--- config.mk ---
export PLATFORM = sky130hd
export DESIGN_NAME = mem_access
export DESIGN_NICKNAME = d
export VERILOG_FILES = /design/src/rtl/mem_access_pkg.sv /design/src/rtl/mem_access_load_align.sv /design/src/rtl/mem_access.sv
export SDC_FILE = /design/constraint.sdc
export NUM_CORES = 1
export LEC_CHECK = 0
export ABC_AREA = 1
export ABC_CLOCK_PERIOD_IN_PS = 2050
export CORE_AREA = 2 2 179 181
export CTS_CLUSTER_DIAMETER = 40
export CTS_CLUSTER_SIZE = 12
export DETAILED_ROUTE_END_ITERATION = 10
export DIE_AREA = 0 0 181 183
export SETUP_SLACK_MARGIN = 0.02
export SYNTH_ARGS = -nofsm -noshare
export SYNTH_HDL_FRONTEND = slang
export SYNTH_SLANG_ARGS = --single-unit
--- constraint.sdc ---
create_clock -name clock -period 2.05 [get_ports clock]
set_input_delay 0.3075 -clock clock [delete_from_list [all_inputs] [get_ports clock]]
set_output_delay 0.3075 -clock clock [all_outputs]
set_load 0.05 [all_outputs]
--- src/rtl/mem_access_pkg.sv ---
// mem_access_pkg: shared constants for the MEM pipeline stage.
// Holds the load/store opcodes, the address-error exception codes,
// the data_size encodings and the access FSM state type.
package mem_access_pkg;

    // Memory opcodes (inst[31:26])
    localparam logic [5:0] OP_LB  = 6'h20;
    localparam logic [5:0] OP_LH  = 6'h21;
    localparam logic [5:0] OP_LW  = 6'h23;
    localparam logic [5:0] OP_LBU = 6'h24;
    localparam logic [5:0] OP_LHU = 6'h25;
    localparam logic [5:0] OP_SB  = 6'h28;
    localparam logic [5:0] OP_SH  = 6'h29;
    localparam logic [5:0] OP_SW  = 6'h2B;

    // ExcCode values for address errors
    localparam logic [5:0] EXC_ADEL = 6'h04;
    localparam logic [5:0] EXC_ADES = 6'h05;

    // data_size encodings
    localparam logic [1:0] SIZE_BYTE = 2'd0;
    localparam logic [1:0] SIZE_HALF = 2'd1;
    localparam logic [1:0] SIZE_WORD = 2'd2;

    typedef enum logic [2:0] {
        ST_IDLE  = 3'd0,
        ST_REQ   = 3'd1,
        ST_WAIT  = 3'd2,
        ST_DONE  = 3'd3,
        ST_DRAIN = 3'd4
    } state_t;

    function automatic logic is_load_op(input logic [5:0] op);
        return (op == OP_LB) || (op == OP_LH) || (op == OP_LW) ||
               (op == OP_LBU) || (op == OP_LHU);
    endfunction

    function automatic logic is_store_op(input logic [5:0] op);
        return (op == OP_SB) || (op == OP_SH) || (op == OP_SW);
    endfunction

endpackage

--- src/rtl/mem_access_load_align.sv ---
// mem_load_align: combinational load-data extraction.
// Selects the byte or halfword addressed by offset out of a 32-bit word
// and sign- or zero-extends it according to the load opcode.
// Ports:
//   op     in  6   load opcode (inst[31:26])
//   offset in  2   byte offset within the word (addr[1:0])
//   word   in  32  raw word returned by memory
//   data   out 32  extended load result
import mem_access_pkg::*;

module mem_load_align (
    input  logic [5:0]  op,
    input  logic [1:0]  offset,
    input  logic [31:0] word,
    output logic [31:0] data
);

    logic [7:0]  sel_byte;
    logic [15:0] sel_half;

    always_comb begin
        sel_byte = word[7:0];
        case (offset)
            2'd0: sel_byte = word[7:0];
            2'd1: sel_byte = word[15:8];
            2'd2: sel_byte = word[23:16];
            2'd3: sel_byte = word[31:24];
            default: sel_byte = word[7:0];
        endcase
        sel_half = offset[1] ? word[31:16] : word[15:0];

        case (op)
            OP_LB:   data = {{24{sel_byte[7]}}, sel_byte};
            OP_LBU:  data = {24'h000000, sel_byte};
            OP_LH:   data = {{16{sel_half[15]}}, sel_half};
            OP_LHU:  data = {16'h0000, sel_half};
            default: data = word;
        endcase
    end

endmodule

--- src/rtl/mem_access.sv ---
// mem_access: MEM pipeline stage with an SRAM-like data port.
// Decodes load/store instructions, raises AdEL/AdES on misalignment,
// issues one data transaction per memory instruction and stalls the
// pipeline until the result is available. Flushes abandon the access;
// a transaction already accepted by memory is drained before idling.
// Ports:
//   clock, resetn                     clock / synchronous active-low reset
//   input_write_reg/_data/_inst/_addr EX/MEM destination, data, inst, PC
//   input_mem_acess_addr              effective memory address
//   input_mem_write_data              EX/MEM store field (unused here; stores
//                                     take their data from input_write_data)
//   input_exr_valid/_type/_a0         incoming exception state
//   stall, flush                      pipeline stall vector / exception flush
//   output_*                          to MEM/WB
//   stall_req                         MEM stage stall request
//   data_req/_wr/_size/_addr/_wdata   data port request side
//   data_addr_ok/_data_ok/_rdata      data port response side
import mem_access_pkg::*;

module mem_access (
    input  logic        clock,
    input  logic        resetn,
    input  logic [4:0]  input_write_reg,
    input  logic [31:0] input_write_data,
    input  logic [31:0] input_inst,
    input  logic [31:0] input_addr,
    input  logic [31:0] input_mem_acess_addr,
    input  logic [31:0] input_mem_write_data,
    input  logic        input_exr_valid,
    input  logic [5:0]  input_exr_type,
    input  logic [31:0] input_exr_a0,
    input  logic [4:0]  stall,
    input  logic        flush,
    output logic [4:0]  output_write_reg,
    output logic [31:0] output_write_data,
    output logic [31:0] output_inst,
    output logic [31:0] output_addr,
    output logic        output_exr_valid,
    output logic [5:0]  output_exr_type,
    output logic [31:0] output_exr_a0,
    output logic        stall_req,
    output logic        data_req,
    output logic        data_wr,
    output logic [1:0]  data_size,
    output logic [31:0] data_addr,
    output logic [31:0] data_wdata,
    input  logic        data_addr_ok,
    input  logic        data_data_ok,
    input  logic [31:0] data_rdata
);

    state_t      state;
    state_t      state_next;
    logic [31:0] load_buf;
    logic [31:0] load_ext;

    logic [5:0]  opcode;
    logic        is_load;
    logic        is_store;
    logic        misalign;
    logic        start;
    logic [1:0]  size;
    logic [31:0] wdata_rep;

    // Only stall[3] (MEM/WB hold) matters to this stage.
    logic        unused_inputs;
    assign unused_inputs = &{1'b0, stall[4], stall[2:0], input_mem_write_data};

    // ---------------- decode ----------------
    always_comb begin
        opcode   = input_inst[31:26];
        is_load  = is_load_op(opcode);
        is_store = is_store_op(opcode);

        misalign = 1'b0;
        if ((opcode == OP_LH) || (opcode == OP_LHU) || (opcode == OP_SH))
            misalign = input_mem_acess_addr[0];
        else if ((opcode == OP_LW) || (opcode == OP_SW))
            misalign = (input_mem_acess_addr[1:0] != 2'b00);

        start = (is_load || is_store) && !misalign && !input_exr_valid && !flush;

        case (opcode)
            OP_LB, OP_LBU, OP_SB: size = SIZE_BYTE;
            OP_LH, OP_LHU, OP_SH: size = SIZE_HALF;
            default:              size = SIZE_WORD;
        endcase

        case (opcode)
            OP_SB:   wdata_rep = {4{input_write_data[7:0]}};
            OP_SH:   wdata_rep = {2{input_write_data[15:0]}};
            default: wdata_rep = input_write_data;
        endcase
    end

    mem_load_align u_load_align (
        .op     (opcode),
        .offset (input_mem_acess_addr[1:0]),
        .word   (load_buf),
        .data   (load_ext)
    );

    // ---------------- state register ----------------
    always_ff @(posedge clock) begin
        if (!resetn) begin
            state    <= ST_IDLE;
            load_buf <= '0;
        end else begin
            state <= state_next;
            if ((state == ST_WAIT) && data_data_ok && !flush)
                load_buf <= data_rdata;
        end
    end

    // ---------------- next state ----------------
    // Data arriving in REQ is ignored, so even a zero-wait memory
    // passes through WAIT before DONE.
    always_comb begin
        state_next = state;
        case (state)
            ST_IDLE: begin
                if (start)
                    state_next = ST_REQ;
            end
            ST_REQ: begin
                if (flush)
                    state_next = data_addr_ok ? ST_DRAIN : ST_IDLE;
                else if (data_addr_ok)
                    state_next = ST_WAIT;
            end
            ST_WAIT: begin
                if (flush)
                    state_next = data_data_ok ? ST_IDLE : ST_DRAIN;
                else if (data_data_ok)
                    state_next = ST_DONE;
            end
            ST_DONE: begin
                if (flush || !stall[3])
                    state_next = ST_IDLE;
            end
            ST_DRAIN: begin
                if (data_data_ok)
                    state_next = ST_IDLE;
            end
            default: state_next = ST_IDLE;
        endcase
    end

    // ---------------- outputs ----------------
    always_comb begin
        output_write_reg  = '0;
        output_write_data = '0;
        output_inst       = '0;
        output_addr       = '0;
        output_exr_valid  = 1'b0;
        output_exr_type   = '0;
        output_exr_a0     = '0;
        stall_req         = 1'b0;
        data_req          = 1'b0;
        data_wr           = 1'b0;
        data_size         = '0;
        data_addr         = '0;
        data_wdata        = '0;

        if (resetn) begin
            output_write_reg  = input_write_reg;
            output_inst       = input_inst;
            output_addr       = input_addr;
            output_write_data = ((state == ST_DONE) && is_load) ? load_ext : input_write_data;

            // An upstream exception always wins over a local address error.
            if (input_exr_valid) begin
                output_exr_valid = 1'b1;
                output_exr_type  = input_exr_type;
                output_exr_a0    = input_exr_a0;
            end else if (misalign) begin
                output_exr_valid = 1'b1;
                output_exr_type  = is_store ? EXC_ADES : EXC_ADEL;
                output_exr_a0    = input_mem_acess_addr;
            end else begin
                output_exr_valid = 1'b0;
                output_exr_type  = input_exr_type;
                output_exr_a0    = input_exr_a0;
            end

            case (state)
                ST_IDLE:                   stall_req = start;
                ST_REQ, ST_WAIT, ST_DRAIN: stall_req = 1'b1;
                default:                   stall_req = 1'b0;
            endcase

            data_req   = (state == ST_REQ);
            data_wr    = is_store;
            data_size  = size;
            data_addr  = input_mem_acess_addr;
            data_wdata = wdata_rep;
        end
    end

endmodule

; ---- Word-level counts from Yosys, hierarchy flattened
; Cells that the tools add are included.
[word_totals]
ff_bits = 35
input_bits = 246
[classes]
eq_ne = 20
muxes = 39
reduce_logical = 28
[op_table]
columns = cell, n
row1 = $mux 32, 9
row2 = $pmux 32 s4, 1
row3 = $pmux 32 s2, 1
row4 = $eq 6x6->1 const B, 8
row5 = $pmux 8 s4, 1
row6 = $mux 3, 9
row7 = $mux 6, 3
row8 = $mux 16, 1
row9 = $pmux 3 s5, 1
row10 = $logic_or 1x1->1, 11
row11 = $mux 1, 9
row12 = $reduce_or 3->1, 3
row13 = $eq 3x2->1 const B, 2
row14 = $logic_and 1x1->1, 6
row15 = $ne 2x2->1 const B, 3
row16 = $ne 3x3->1 const B, 2
row17 = $mux 5, 1
row18 = $reduce_and 5->1, 1
row19 = $eq 2x2->1 const B, 2
row20 = $logic_not 1->1, 4
row21 = $pmux 2 s2, 1
row22 = $eq 3x1->1 const B, 1
row23 = $eq 3x3->1 const B, 1
row24 = $logic_not 3->1, 1
row25 = 5 further kinds, 5

; ---- Depth between registers and ports, before layout
[depth]
depth_word = 11
depth_mapped = 11
depth_no_buf = 11

; ---- Hierarchy
; A second synthesis with hierarchy kept.
[unflattened]
hier_cells = 912
area_unflattened_um2 = 4768.3
[by_module_without_submodules]
columns = module, instances, cells_per_inst, area_each_um2, seq_area_each_um2
row1 = mem_access, 1, 717, 3751.1, 700.7
row2 = mem_load_align, 1, 195, 1017.2, 0.0

; ---- Worst setup path after synthesis
; No wires, ideal clock.
[synth_timing]
path_kind = input to output
start = in input_inst[29]
end = out output_exr_type[0]
arrival_ns = 2.285
required_time_ns = 1.742
slack_ns = -0.542
stages = 6
path_cell_list = inv_1 > nor2_1 > o211ai_1 > nor2_1 > inv_1 > a21oi_1
[synth_via]
elab_chain_len = 7
elab_cells_between_ends = 17
cone_classes = eq/ne (6) / mux (6) / reduce/logical (5)
[synth_rtl]
columns = item, line_no
row1 = "start, declared", mem_access.sv:25  ; input logic [31:0] input_inst,
row2 = "$eq 6x6->1, on equally long branches", "mem_access.sv:78, mem_access.sv:76, mem_access_pkg.sv:39"
row3 = "$logic_or 1x1->1, on equally long branches", "mem_access.sv:78, mem_access.sv:76, mem_access_pkg.sv:39"
row4 = $mux 1 (tied with other cells), mem_access.sv:78  ; else if ((opcode == OP_LW) || (opcode == OP_SW))
row5 = "$mux 1, on equally long branches", "mem_access.sv:76, mem_access.sv:178"
row6 = $mux 6 (*), mem_access.sv:176  ; end else if (misalign) begin
row7 = $mux 6 (*), mem_access.sv:172  ; if (input_exr_valid) begin
row8 = $mux 6 (*), mem_access.sv:165  ; if (resetn) begin
row9 = "end, declared", mem_access.sv:39  ; output logic [5:0] output_exr_type,
; Mark *: on every way between the ends. The rest lies on a longest branch, timed or not.

; ---- Worst setup path in the final report
[layout_timing]
start = in input_inst[31]
end = out output_write_data[17]
[layout_via]
elab_chain_len = 8
elab_cells_between_ends = 13
cone_classes = eq/ne (5) / mux (3) / reduce/logical (5)
[layout_rtl]
columns = item, line_no
row1 = $eq 6x6->1, "mem_access_pkg.sv:34, mem_access_load_align.sv:32"
row2 = $logic_or 1x1->1 (3 in series), mem_access_pkg.sv:34  ; return (op == OP_LB) || (op == OP_LH) || (op == OP_LW) ||
row3 = $logic_or 1x1->1, mem_access_pkg.sv:35  ; (op == OP_LBU) || (op == OP_LHU);
row4 = $logic_and 1x1->1, mem_access.sv:169  ; output_write_data = ((state == ST_DONE) && is_load) ? load_ext : input_write_data;
row5 = $mux 32 (*), mem_access.sv:169
row6 = $mux 32 (*), mem_access.sv:165
row7 = "end, declared", mem_access.sv:35  ; output logic [31:0] output_write_data,
; Marks and branches as above.

==> impl_results.md <==
* Worst setup SP type: input port
* Die Ht at 183 um
* RR Startpoint: state[2]
* Crit path depth at 14
* Row count at 65
* Crit path to: output_write_data[17]
* Overall routing resource usage at 0.174
* CTS root buf: clkbuf_16
* DP Area at 0.0112 mm^2
* Synthesized flop and latch total at 35
* Clock Skew at 5.05 ps
* Ratio of cells with drive above 1 in the final layout at 0.381
* Detailed router's first-iteration violation count at 499
* CP Launch Point: input_inst[31]
* Top-area cell type share of the netlist area at 0.191
* Max-slew violation count at 0
* Ranking of synthesized cells by area: a21oi_1 (19%), nand2_1 (19%), dfxtp_1 (16%), inv_1 (15%), o21ai_0 (11%)
* Initial antenna violation count at 2
* Pwr/cell area at 410 mW/mm^2
* Via count at 7252
* CP dominant cell by count: inv_2
* Port Buf Inserts at 418
* Final min period at 2050 ps
* Vias in the first global route at 7284
* Gate Count Post-Synth at 849
* RSZ-0062 raised after global routing: true
* Flop2flop setup slack at 390 ps
* Io pins at 455
* DP Wirelength at 25100 um
* Via density at 4.22
* Top Family by Delay on Critical Path: buffers and inverters
* Critical Path RT at 1740 ps
* Synth-to-Final Area Change at 188%
* Die width at 181 um
* Worst setup path category: in2out
* First-pass GRT wire length at 44400 um
* Clk Latency, worst-skew pair at 280 ps
* Status: complete, but fails checks
* Gpl congestion at 0.876
* Failing checks: negative setup slack
* Max cap viols at 0
* Worst Reg-to-Reg Cells at 8
* Synthesis Warnings at 0
* Clock buffer depth at 2
* Leak pwr at 5.76 nW
* DIE AREA at 0.0331 mm^2
* Worst path buffer plus inverter count at 7
* Cell Chain, Critical Path: buf_6 > inv_2 > nor2_8 > nand2_2 > inv_2 > buf_4 > nand4_1 > nand2_1 > inv_2 > nand2_4 > buf_12 > nand2_2 > a21oi_4 > buf_12
* ANT nets after route at 0
* WP data arrival at 1740 ps
* Hold buffers post-CTS at 0
* Sw Share at 0.448
* Rel. slew slack at 0.747
* Initial Util at 0.138
* Drt pass-1 iters at 4
* Maximum vdd ir drop at 0.284 mV
* Core footprint at 0.0312 mm^2
* Hold WC Path Type: reg2reg
* Fillers at 3138
* Sink Count at 35
* Comb pwr share at 0.685
* Crit-path max FO at 8
* Worst Setup End Kind: primary output
* NetSw at 0.00227 W
* WHS at 468 ps
* Largest area contributor in the synthesized netlist: a21oi_1
* Slew @ Worst Pin at 376 ps
* Post-synthesis sequential area ratio at 0.163
* CTS buffer count at 5
* CTS tree: built
* Post-detailed-routing wire length at 30800 um
* DRC at 0
* Worst Slack Setup Final at -1.08 ps
* N_diodes at 0
* Nets@finish at 1560
* Clk pwr share at 0.156
* Htree depth at 2
* DR WL/cell at 17.9 um
* Global route total overflow at 0
* Seq pwr share at 0.159
* Hold Violations, Final at 0
* Post-synthesis net count at 1095
* Synth unique cells at 28
* R2R Path End: load_buf[24]
* Fmax at 488 MHz
* Final Cycle Share at 1.00
* Largest net degree at the start of global routing at 65
* Clk slew on worst S/H paths at 60 ps
* Worst path max stage delay at 180 ps
* Synth Cell Area at 0.00430 mm^2
* Mapped Avg Cell Area at 5.06 um^2
* Design area at 0.0124 mm^2
* Final Setup Violations at 1
* Cell internal pwr at 0.00280 W
* Critical path's slowest cell: buf_12
[cell type report]
type	instances	area [um^2]	area share
tap	402	503	0.0407
timing repair buffer	511	6790	0.549
sequential	35	708	0.0573
clock buffer	6	139	0.0112
clock inverter	2	16.3	0.00131
inverter	184	716	0.0579
multi-input combinational	577	3500	0.283
[registers in the layout (all words and copies together), names as in the netlist]
register  count
load_buf     32
state         3
[how the worst min path moves through the flow]
stage / from / endpoint / slack [ps] / cells after the start
final: load_buf[2] / load_buf[2] / 470 / 2
after global routing: load_buf[2] / load_buf[2] / 490 / 2
after CTS: load_buf[2] / load_buf[2] / 460 / 2
after detailed placement: load_buf[2] / load_buf[2] / 450 / 2
after global placement: load_buf[2] / load_buf[2] / 450 / 2
after floorplan: load_buf[0] / load_buf[0] / 440 / 2
[through the flow]
stage | total power [W] | cells | util | setup TNS [ps] | worst slack (ps)
final | 0.00507 | 1717 | 0.396 | -1.08 | -1.08
after global routing | 0.00531 | 1717 | 0.396 | -1440 | -86.3
after CTS | 0.00494 | 1711 | 0.375 | 0 | 4.99
after detailed placement | 0.00406 | 1695 | 0.358 | -52260 | -734
after global placement | 0.00404 | 1695 | 0.358 | -49520 | -694
after floorplan | 0.00235 | 849 | - | -4730 | -164
[placed cells by master (no fill, tap or decap), types with 2 or more instances in the layout]
cell | netlist | routed
a21oi_1 | 164 | 93
a21oi_2 | 3 | 45
a21oi_4 | 0 | 29
buf_12 | 0 | 177
buf_16 | 0 | 3
buf_2 | 11 | 2
buf_4 | 6 | 88
buf_6 | 5 | 37
buf_8 | 0 | 3
clkbuf_16 | 0 | 6
clkdlybuf4s50_1 | 0 | 200
clkinvlp_4 | 0 | 2
dfxtp_1 | 35 | 29
dfxtp_2 | 0 | 6
inv_1 | 176 | 166
inv_2 | 6 | 12
inv_4 | 1 | 2
inv_8 | 0 | 2
nand2_1 | 218 | 188
nand2_2 | 6 | 19
nand2_4 | 3 | 17
nand2_8 | 0 | 3
nand3_1 | 14 | 8
nand3_2 | 2 | 6
nand3_4 | 0 | 2
nand4_1 | 3 | 3
nor2_1 | 54 | 36
nor2_2 | 1 | 13
nor2_4 | 0 | 6
nor3_2 | 0 | 6
o21ai_0 | 96 | 61
o21ai_1 | 1 | 29
o21ai_2 | 0 | 7
[cells by family after synthesis]
kind of cell / Yosys count / synth area share
simple gates: 308 / 0.293
compound gates: 269 / 0.319
flops: 35 / 0.163
buf+inv: 237 / 0.225
[routing by layer]
metal | up-vias | wire length (um) | GRT usage
li1 | 3569 | - | -
met1 | 3351 | 12200 | 0.206
met2 | 296 | 15900 | 0.322
met3 | 32 | 2150 | 0.0385
met4 | 4 | 525 | 0.0319
met5 | - | 23 | 0
[power groups by stage]
stage	clock network, W	logic (W)	registers (W)
finish	0.000792	0.00347	0.000808
detailed placement	0	0.00324	0.000817
global placement	0	0.00322	0.000816
floorplan	0	0.00154	0.000807
global route	0.000841	0.00365	0.000818
CTS	0.000813	0.00332	0.000804
[worst register-to-register path: stages (launching register included)]
cell and delay, ps:
dfxtp_2 330, inv_2 60, buf_4 130, nand3_1 120
nor2_1 200, nand2_1 140, buf_12 210, o21ai_0 300
a21oi_1 60
[cells in the mapped netlist (all sizes together)]
library cell	instances
dfxtp	35
a22oi	1
nand4	3
inv	183
buf	23
clkbuf	30
nor3	6
a21oi	167
o21ai	97
nand2	227
o22ai	2
clkinv	1
nor2	56
o211ai	2
nand3	16
[repair_timing]
| item | 4_1_cts | 5_1_grt |
|---|---|---|
| pin swaps | 19 | 44 |
| setup endpoints to repair | 99 | 87 |
| setup buffers | 4 | 5 |
| resized for setup | 124 | 168 |
| gates cloned | 4 | 1 |
No activity file was read; power rests on OpenSTA's default activity.
